File: src/rtl/perf_pkg.sv
// Shared types and constants for the commit-side performance monitor:
// counter indices, trace entry layout and register-select codes.
package perf_pkg;

    typedef enum logic [1:0] {
        CNT_CYC     = 2'd0,
        CNT_INSTRET = 2'd1,
        CNT_CTRL    = 2'd2,
        CNT_MIS     = 2'd3
    } cnt_idx_e;

    localparam int NUM_CNT = 4;

    typedef struct packed {
        logic        mis;
        logic [31:0] pc;
    } trace_entry_t;

    localparam logic [2:0] SEL_CYC_LO     = 3'd0;
    localparam logic [2:0] SEL_CYC_HI     = 3'd1;
    localparam logic [2:0] SEL_INSTRET_LO = 3'd2;
    localparam logic [2:0] SEL_INSTRET_HI = 3'd3;
    localparam logic [2:0] SEL_CTRL_LO    = 3'd4;
    localparam logic [2:0] SEL_CTRL_HI    = 3'd5;
    localparam logic [2:0] SEL_MIS_LO     = 3'd6;
    localparam logic [2:0] SEL_MIS_HI     = 3'd7;

    function automatic cnt_idx_e sel_to_idx(input logic [2:0] sel);
        case (sel)
            SEL_CYC_LO,     SEL_CYC_HI:     return CNT_CYC;
            SEL_INSTRET_LO, SEL_INSTRET_HI: return CNT_INSTRET;
            SEL_CTRL_LO,    SEL_CTRL_HI:    return CNT_CTRL;
            SEL_MIS_LO,     SEL_MIS_HI:     return CNT_MIS;
            default:                        return CNT_CYC;
        endcase
    endfunction

endpackage

File: src/rtl/trace_fifo.sv
// First-word-fall-through trace FIFO with sticky overflow flag; a push on a
// full FIFO is accepted only when a pop frees a slot in the same cycle.
module trace_fifo #(
    parameter int DEPTH  = 8,
    parameter int DATA_W = 33
) (
    input  logic                     i_clk,
    input  logic                     i_reset,
    input  logic                     i_clear,
    input  logic                     i_push,
    input  logic [DATA_W-1:0]        i_data,
    input  logic                     i_pop,
    output logic                     o_vld,
    output logic [DATA_W-1:0]        o_data,
    output logic [$clog2(DEPTH):0]   o_cnt,
    output logic                     o_ovf
);
    localparam int PTR_W = $clog2(DEPTH);
    localparam logic [PTR_W-1:0] PTR_ONE = 1;
    localparam logic [PTR_W:0]   CNT_ONE = 1;
    localparam logic [PTR_W:0]   CNT_FULL = DEPTH[PTR_W:0];

    logic [DATA_W-1:0] mem [DEPTH];
    logic [PTR_W-1:0]  wr_ptr;
    logic [PTR_W-1:0]  rd_ptr;
    logic [PTR_W:0]    cnt;
    logic              ovf;
    logic              full;
    logic              do_push;
    logic              do_pop;

    assign full    = (cnt == CNT_FULL);
    assign do_pop  = i_pop & (cnt != '0);
    assign do_push = i_push & (~full | do_pop);

    always_ff @(posedge i_clk or negedge i_reset) begin
        if (!i_reset) begin
            wr_ptr <= '0;
            rd_ptr <= '0;
            cnt    <= '0;
            ovf    <= 1'b0;
        end else if (i_clear) begin
            wr_ptr <= '0;
            rd_ptr <= '0;
            cnt    <= '0;
            ovf    <= 1'b0;
        end else begin
            if (do_push) wr_ptr <= wr_ptr + PTR_ONE;
            if (do_pop)  rd_ptr <= rd_ptr + PTR_ONE;
            case ({do_push, do_pop})
                2'b10:   cnt <= cnt + CNT_ONE;
                2'b01:   cnt <= cnt - CNT_ONE;
                default: cnt <= cnt;
            endcase
            if (i_push & full & ~do_pop) ovf <= 1'b1;
        end
    end

    // Storage carries no reset; the head is masked while the FIFO is empty.
    always_ff @(posedge i_clk) begin
        if (do_push) mem[wr_ptr] <= i_data;
    end

    assign o_vld  = (cnt != '0);
    assign o_data = o_vld ? mem[rd_ptr] : '0;
    assign o_cnt  = cnt;
    assign o_ovf  = ovf;

endmodule

File: src/rtl/perf_monitor.sv
// Commit-side performance monitor: 64-bit event counters with coherent
// lo/hi reads, mispredict re-alignment and a trace FIFO of control transfers.
module perf_monitor
    import perf_pkg::*;
#(
    parameter int TRACE_DEPTH = 8,
    parameter int MISPRED_LAG = 2
) (
    input  logic                           i_clk,
    input  logic                           i_reset,
    input  logic                           i_insn_vld,
    input  logic                           i_ctrl,
    input  logic [31:0]                    i_pc_debug,
    input  logic                           i_mispred,
    input  logic                           i_clear,
    input  logic                           i_freeze,
    input  logic [2:0]                     i_cnt_sel,
    output logic [31:0]                    o_rd_data,
    output logic                           o_trace_vld,
    output logic [31:0]                    o_trace_pc,
    output logic                           o_trace_mis,
    input  logic                           i_trace_pop,
    output logic [$clog2(TRACE_DEPTH):0]   o_trace_cnt,
    output logic                           o_trace_ovf
);
    logic [MISPRED_LAG-1:0] mis_p;
    logic                   mis_al;
    logic [63:0]            cyc_q;
    logic [63:0]            instret_q;
    logic [63:0]            ctrl_q;
    logic [63:0]            mis_q;
    logic [63:0]            cnt_vec [NUM_CNT];
    logic [31:0]            shadow_q [NUM_CNT];
    logic [31:0]            rd_data_q;
    cnt_idx_e               sel_idx;
    logic                   sel_hi;
    logic                   trace_push;
    trace_entry_t           push_entry;
    trace_entry_t           head_entry;

    // Execute-stage mispredict delayed to line up with its writeback commit.
    always_ff @(posedge i_clk or negedge i_reset) begin
        if (!i_reset) begin
            mis_p <= '0;
        end else begin
            mis_p[0] <= i_mispred;
            for (int i = 1; i < MISPRED_LAG; i++) mis_p[i] <= mis_p[i-1];
        end
    end

    assign mis_al = mis_p[MISPRED_LAG-1];

    always_ff @(posedge i_clk or negedge i_reset) begin
        if (!i_reset) begin
            cyc_q     <= '0;
            instret_q <= '0;
            ctrl_q    <= '0;
            mis_q     <= '0;
        end else if (i_clear) begin
            cyc_q     <= '0;
            instret_q <= '0;
            ctrl_q    <= '0;
            mis_q     <= '0;
        end else if (!i_freeze) begin
            cyc_q <= cyc_q + 64'd1;
            if (i_insn_vld)          instret_q <= instret_q + 64'd1;
            if (i_insn_vld & i_ctrl) ctrl_q    <= ctrl_q + 64'd1;
            if (mis_al)              mis_q     <= mis_q + 64'd1;
        end
    end

    always_comb begin
        cnt_vec[CNT_CYC]     = cyc_q;
        cnt_vec[CNT_INSTRET] = instret_q;
        cnt_vec[CNT_CTRL]    = ctrl_q;
        cnt_vec[CNT_MIS]     = mis_q;
        sel_idx              = sel_to_idx(i_cnt_sel);
        sel_hi               = i_cnt_sel[0];
    end

    // A lo read snapshots the hi half so a following hi read is carry-coherent.
    always_ff @(posedge i_clk or negedge i_reset) begin
        if (!i_reset) begin
            rd_data_q <= '0;
            for (int i = 0; i < NUM_CNT; i++) shadow_q[i] <= '0;
        end else if (sel_hi) begin
            rd_data_q <= shadow_q[sel_idx];
        end else begin
            rd_data_q         <= cnt_vec[sel_idx][31:0];
            shadow_q[sel_idx] <= cnt_vec[sel_idx][63:32];
        end
    end

    assign o_rd_data  = rd_data_q;
    assign trace_push = i_insn_vld & i_ctrl & ~i_freeze & ~i_clear;
    assign push_entry = '{mis: mis_al, pc: i_pc_debug};

    trace_fifo #(
        .DEPTH  (TRACE_DEPTH),
        .DATA_W ($bits(trace_entry_t))
    ) u_trace_fifo (
        .i_clk   (i_clk),
        .i_reset (i_reset),
        .i_clear (i_clear),
        .i_push  (trace_push),
        .i_data  (push_entry),
        .i_pop   (i_trace_pop),
        .o_vld   (o_trace_vld),
        .o_data  (head_entry),
        .o_cnt   (o_trace_cnt),
        .o_ovf   (o_trace_ovf)
    );

    assign o_trace_pc  = head_entry.pc;
    assign o_trace_mis = head_entry.mis;

endmodule

File: config.mk
export PLATFORM = sky130hd
export DESIGN_NAME = perf_monitor
export DESIGN_NICKNAME = d
export VERILOG_FILES = /design/src/rtl/perf_pkg.sv /design/src/rtl/trace_fifo.sv /design/src/rtl/perf_monitor.sv
export SDC_FILE = /design/constraint.sdc
export NUM_CORES = 1
export LEC_CHECK = 0
export ABC_AREA = 1
export ABC_CLOCK_PERIOD_IN_PS = 3680
export CORE_MARGIN = 2
export CORE_UTILIZATION = 40
export CTS_CLUSTER_SIZE = 12
export DETAILED_ROUTE_END_ITERATION = 16
export SETUP_SLACK_MARGIN = 0.15
export SLEW_MARGIN = 0
export SYNTH_ARGS = -nofsm -noshare
export SYNTH_HDL_FRONTEND = slang
export SYNTH_SLANG_ARGS = --single-unit
export TNS_END_PERCENT = 100
File: constraint.sdc
create_clock -name i_clk -period 3.68 [get_ports i_clk]
set_input_delay 0.736 -clock i_clk [delete_from_list [all_inputs] [get_ports i_clk]]
set_output_delay 0.736 -clock i_clk [all_outputs]
set_load 0.02 [all_outputs]
Word-level counts from Yosys, hierarchy flattened:

Memories as Yosys holds them, arrays and structs flattened.
Cells that the tools add are included.

* ROM bits: 16
* memory bits (writable): 264
* bits in registers: 429
* word-level logic and storage cells: 87
* memories: 2

* multiplexer cells: 32
* reduce and logical (&&, ||, !) cells: 12
* bitwise logic cells: 13
* eq/ne operators: 4
* order comparisons: 2
* add/subtract/negate cells: 8

Memory list
* u_trace_fifo.mem: words 8, bits a word 33, read ports 1, clocked after memory_dff 0, write ports 1, line trace_fifo.sv:23 `logic [DATA_W-1:0] mem [DEPTH];`
* (name not given): words 8, bits a word 2, read ports 1, clocked after memory_dff 0, write ports 0, line perf_pkg.sv:29 `case (sel)`

Operators by type and width (count)
* 64-bit 2-to-1 mux: 13
* 64-bit by 1-bit adder with 64-bit output (second input constant): 4
* 64-bit binary-select mux with 2-bit select: 1
* 128-bit bitwise mux: 1
* 32-bit 2-to-1 mux: 4
* 32-bit binary-select mux with 2-bit select: 1
* 32-bit demux with 2-bit select: 1
* 33-bit 2-to-1 mux: 1
* 3-bit 2-to-1 mux: 4
* 2-bit nonzero test: 6
* 4-bit case mux with 2 select lines: 1
* 1-bit bitwise AND: 7
* 3-bit by 1-bit adder with 3-bit output (second input constant): 2
* 2-bit AND reduction: 3
* 4-bit by 1-bit adder with 4-bit output (second input constant): 1
* 4-bit equality test (second input constant): 1
* 1-bit 2-to-1 mux: 4
* 4-bit 2-to-1 mux: 1
* 1-bit inverter: 4
* 4-bit nonzero test: 1
* 4-bit by 1-bit subtractor with 4-bit output (second input constant): 1
* 3-bit greater-or-equal comparator (second input constant): 1
* 3-bit by 1-bit less-than comparator with 1-bit output (second input constant): 1
* 2-bit inverter with 3-bit output: 1
* other kinds (6): 6

Depth between registers and ports, before layout:

* word-level depth: 7
* mapped depth: 13

Modules after synthesis:

A second synthesis with hierarchy kept.

* cells, all modules: 4328
* area, all modules: 35132.4 µm²

Modules (own cells, without submodules)
* perf_monitor: cells an instance 3479, area each 24164.4 µm², instances 1, sequential area each 10460.0 µm²
* trace_fifo: cells an instance 849, area each 10968.0 µm², instances 1, sequential area each 8202.9 µm²

Worst setup path after synthesis:

Ideal clock, no wire load.

* path type: in2reg
* start: input i_freeze
* end: memory u_trace_fifo.mem[6][0], enable pin
* slack: -0.563 ns
* stages on the path: 8
* data arrival time: 3.779 ns
* library setup time: 0.464 ns
* cell sequence: buf_6 -> nor2_8 -> nand2_4 -> inv_2 -> nand2_1 -> inv_1 -> nand2_1 -> nor3_1

* word-level cells in the longest chain between the ends: 6

Ends and longest elaborated chain
* start: declaration: line perf_monitor.sv:16 `input logic i_freeze,`
* 1-bit inverter: line perf_monitor.sv:95 `assign trace_push = i_insn_vld & i_ctrl & ~i_freeze & ~i_clear;`
* 1-bit bitwise AND (2 in a row): line perf_monitor.sv:95
* 1-bit bitwise AND: line trace_fifo.sv:34 `assign do_push = i_push & (~full | do_pop);`
* 1-bit 2-to-1 mux: line trace_fifo.sv:61 `if (do_push) mem[wr_ptr] <= i_data;`
* 1-bit 2-to-1 mux (not written as such): line trace_fifo.sv:61
* end: declaration: line trace_fifo.sv:23

Every way passes these cells.

Worst setup path in the final report:

* start: register u_trace_fifo.rd_ptr[0]
* end: output o_trace_pc[1]

* word-level cells in the longest chain between the ends: 2

Ends and longest elaborated chain
* start: declaration: line trace_fifo.sv:25 `logic [PTR_W-1:0] rd_ptr;`
* start signal: assignment: line trace_fifo.sv:49 `if (do_pop) rd_ptr <= rd_ptr + PTR_ONE;`
* memory read 8 x 33 bit
* 33-bit 2-to-1 mux: line trace_fifo.sv:65 `assign o_data = o_vld ? mem[rd_ptr] : '0;`
* end: declaration: line perf_monitor.sv:20 `output logic [31:0] o_trace_pc,`

Every way passes these cells.

==> results.json <==
{
  "max_cap_viol_count": 0,
  "ys_seq_elements": 693,
  "drt_pass1_iterations": 6,
  "synth_area_um2": 35270,
  "worstPathMaxFanout": 44,
  "area_delta_synth_final_pct": 15.93,
  "cp_slowest_stage_delay_ns": 0.64,
  "yosysSeqAreaShare_pct": 52.91,
  "maxSlewHeadroom_pct": 46.36,
  "grt_usage_pct": 25.87,
  "grt_overflow": 0,
  "maxSlewViolCount": 0,
  "drive_above_1_share_pct": 10.01,
  "cts-buffers-inserted": 79,
  "rows": 108,
  "r2r_setup_slack_ns": 1.30,
  "remaining_drc_errors": 0,
  "crit_type": "flop to primary output",
  "cp_slowest_cell": "clkdlybuf4s50_1",
  "cts_tree": "yes",
  "drt_iter0_markers": 2957,
  "ys_warn_count": 0,
  "hold_violations": 0,
  "cp_cell_sequence": "inv_4 > buf_12 > nor2_1 > o32ai_1 > nor2_1 > nor2_1 > clkdlybuf4s50_1",
  "required_ns": 2.94,
  "dieHeight_um": 301.0,
  "syn-num-nets": 4169,
  "cts.sinks": 693,
  "crit_top_cell": "nor2_1",
  "die_w_um": 301.0,
  "grt_antenna_before_repair": 3,
  "dp_cells": 5301,
  "cp.arrival_ns": 2.80,
  "clk_pin_slew_worst_paths_ns": 0.06,
  "final_common_cell": "nand2_1",
  "path_buf_inv": 3,
  "grt_pass1_vias": 27710,
  "root_buffer": "clkbuf_16",
  "synth_cell_type_count": 63,
  "fin_crit_ns": 3.538,
  "port_buffers": 113,
  "routedWlPerCell_um": 21.65,
  "fmaxAchievable_mhz": 282.7,
  "setup-tns-final_ns": 0,
  "outcome": "finished, final reports clean",
  "die_area_um2": 90580,
  "synth-edff-count": 264,
  "vias": 29820,
  "start_util_pct": 40.53,
  "syn_inst": 4118,
  "instances_no_fill": 5451,
  "hp-class": "flop to flop",
  "vdd_drop_max_mv": 0.3622,
  "fin_skew_ns": 0.03623,
  "endpoint_kind": "primary output",
  "core_um2": 87020,
  "viasPerCell": 5.471,
  "globalplace.congestion": 1.044,
  "clk_path_buf_depth": 3,
  "routed_wl_um": 118000,
  "layout.nets": 4280,
  "p_per_area_nw_per_um2": 470.6,
  "grt_max_degree": 149,
  "critPathTopFamily": "buffers and inverters",
  "num_io_pins": 114,
  "finalCritPeriodShare_pct": 96.13,
  "crit_path_start_kind": "flop",
  "grt_pass1_wl_um": 176700,
  "synth-async-reset-ratio_pct": 61.90,
  "layout_common_cells": "nand2_1 (834), nor2_1 (752), dfrtp_1 (427), inv_1 (391), o21ai_0 (284)",
  "fin_util_pct": 46.99,
  "setup_viol": 0,
  "tightest_slew_ns": 0.8045,
  "ant_nets": 0,
  "synth-main-ff-cell": "dfrtp_1",
  "cts-htree-levels": 3,
  "power_leakage_nw": 16.02,
  "worstSkewPairLatency_ns": 0.66,
  "rsz0062_at_grt": "true",
  "dpl.hpwl_um": 85220,
  "avgSynthCellArea_um2": 8.566
}
-- path summary, 6_finish.rpt --
path,startpoint,cells after the start,endpoint
max,u_trace_fifo.rd_ptr[0],7,o_trace_pc[1]
min,mis_p[0],0,mis_p[1]
max reg2reg,mis_q[26],9,mis_q[43]
min reg2reg,mis_p[0],0,mis_p[1]
max in group asynchronous,i_reset,3,cyc_q[55]
min in group asynchronous,i_reset,2,ctrl_q[32]
-- flip-flops by register name, indices dropped and copies added, names as in the netlist, 3 cells and up --
signal,count
u_trace_fifo.rd_ptr,3
u_trace_fifo.wr_ptr,3
cyc_q,64
mis_q,64
o_rd_data,32
u_trace_fifo.mem,264
shadow_q,128
instret_q,64
ctrl_q,64
u_trace_fifo.o_cnt,4
-- power breakdown --
part / switching (W) / internal, W / total [W] / leakage, nW
combinational: 0.00185 / 0.000989 / 0.00284 / 6.36
sequential: 0.0000868 / 0.00809 / 0.00818 / 8.33
clock: 0.00340 / 0.00482 / 0.00822 / 1.33
total: 0.00534 / 0.0139 / 0.0192 / 16.0
-- worst register-to-register path: stages, from the launching register on --
cell	delay, ns
dfrtp_1	0.50
nand2_1	0.18
nor2_1	0.46
nand2_1	0.10
nor2_1	0.30
inv_1	0.11
nor2_2	0.27
nand2_1	0.13
o21ai_0	0.16
nor2_1	0.06
-- metal layers --
metal / part of all wire [%] / wire (um) / vias to the layer above / track usage, %
met3: 7.5 / 8900 / 214 / 4.127
met5: 0.011 / 13 / - / 0
met1: 44 / 51350 / 14390 / 36.61
li1: - / - / 14120 / -
met4: 4.3 / 5059 / 2 / 10.40
met2: 45 / 52670 / 1103 / 39.66
-- synth_stat cells (all sizes together), types with 66 or more instances --
cell type / number / share of area [%]
nand2: 872 / 9.7
nor2: 829 / 9.9
dfrtp: 429 / 30
inv: 410 / 4.4
o21ai: 321 / 4.6
edfxtp: 264 / 22
nand3: 155 / 2.3
a21oi: 150 / 2.1
clkbuf: 88 / 0.94
nand4: 80 / 1.5
nor3: 71 / 1.2
o32ai: 66 / 1.6
-- cell type report --
cell class | instances | area [um2]
antenna | 1 | 2.502
clock buffer | 116 | 2297
clock inverter | 31 | 470.5
fill | 8412 | 46130
inverter | 412 | 1565
multi-input combinational | 2861 | 14480
sequential | 693 | 18670
tap | 1155 | 1445
timing repair buffer | 182 | 1961
-- logic make-up after synthesis --
kind of cell,after synthesis,synth area share (%)
fa+ha+maj,8,0.2838
simple gates,2047,25.38
buf+inv,564,6.324
mux,65,2.075
flops,693,52.91
compound gates,735,12.88
xor+xnor,6,0.1490
-- stage by stage --
stage	setup WS (ns)	hold slack (ns)	cell area (um2)	total power, W
floorplan	0.3354	0.3312	35280	0.009966
global placement	0.4944	0.3694	38080	0.01129
detailed placement	0.4549	0.3691	38080	0.01129
CTS	0.05239	0.3798	40850	0.01944
global route	0.003245	0.3991	40890	0.01997
finish	0.1423	0.3805	40890	0.01924
-- repair_timing --
item                       CTS  global route
hold endpoints to repair    34             0
hold buffers                 1             0
cloned                       0             0
resized for setup           22            13
buffers inserted             1             0
setup endpoints to repair   30            12
Power figures use the tool's default switching activity.
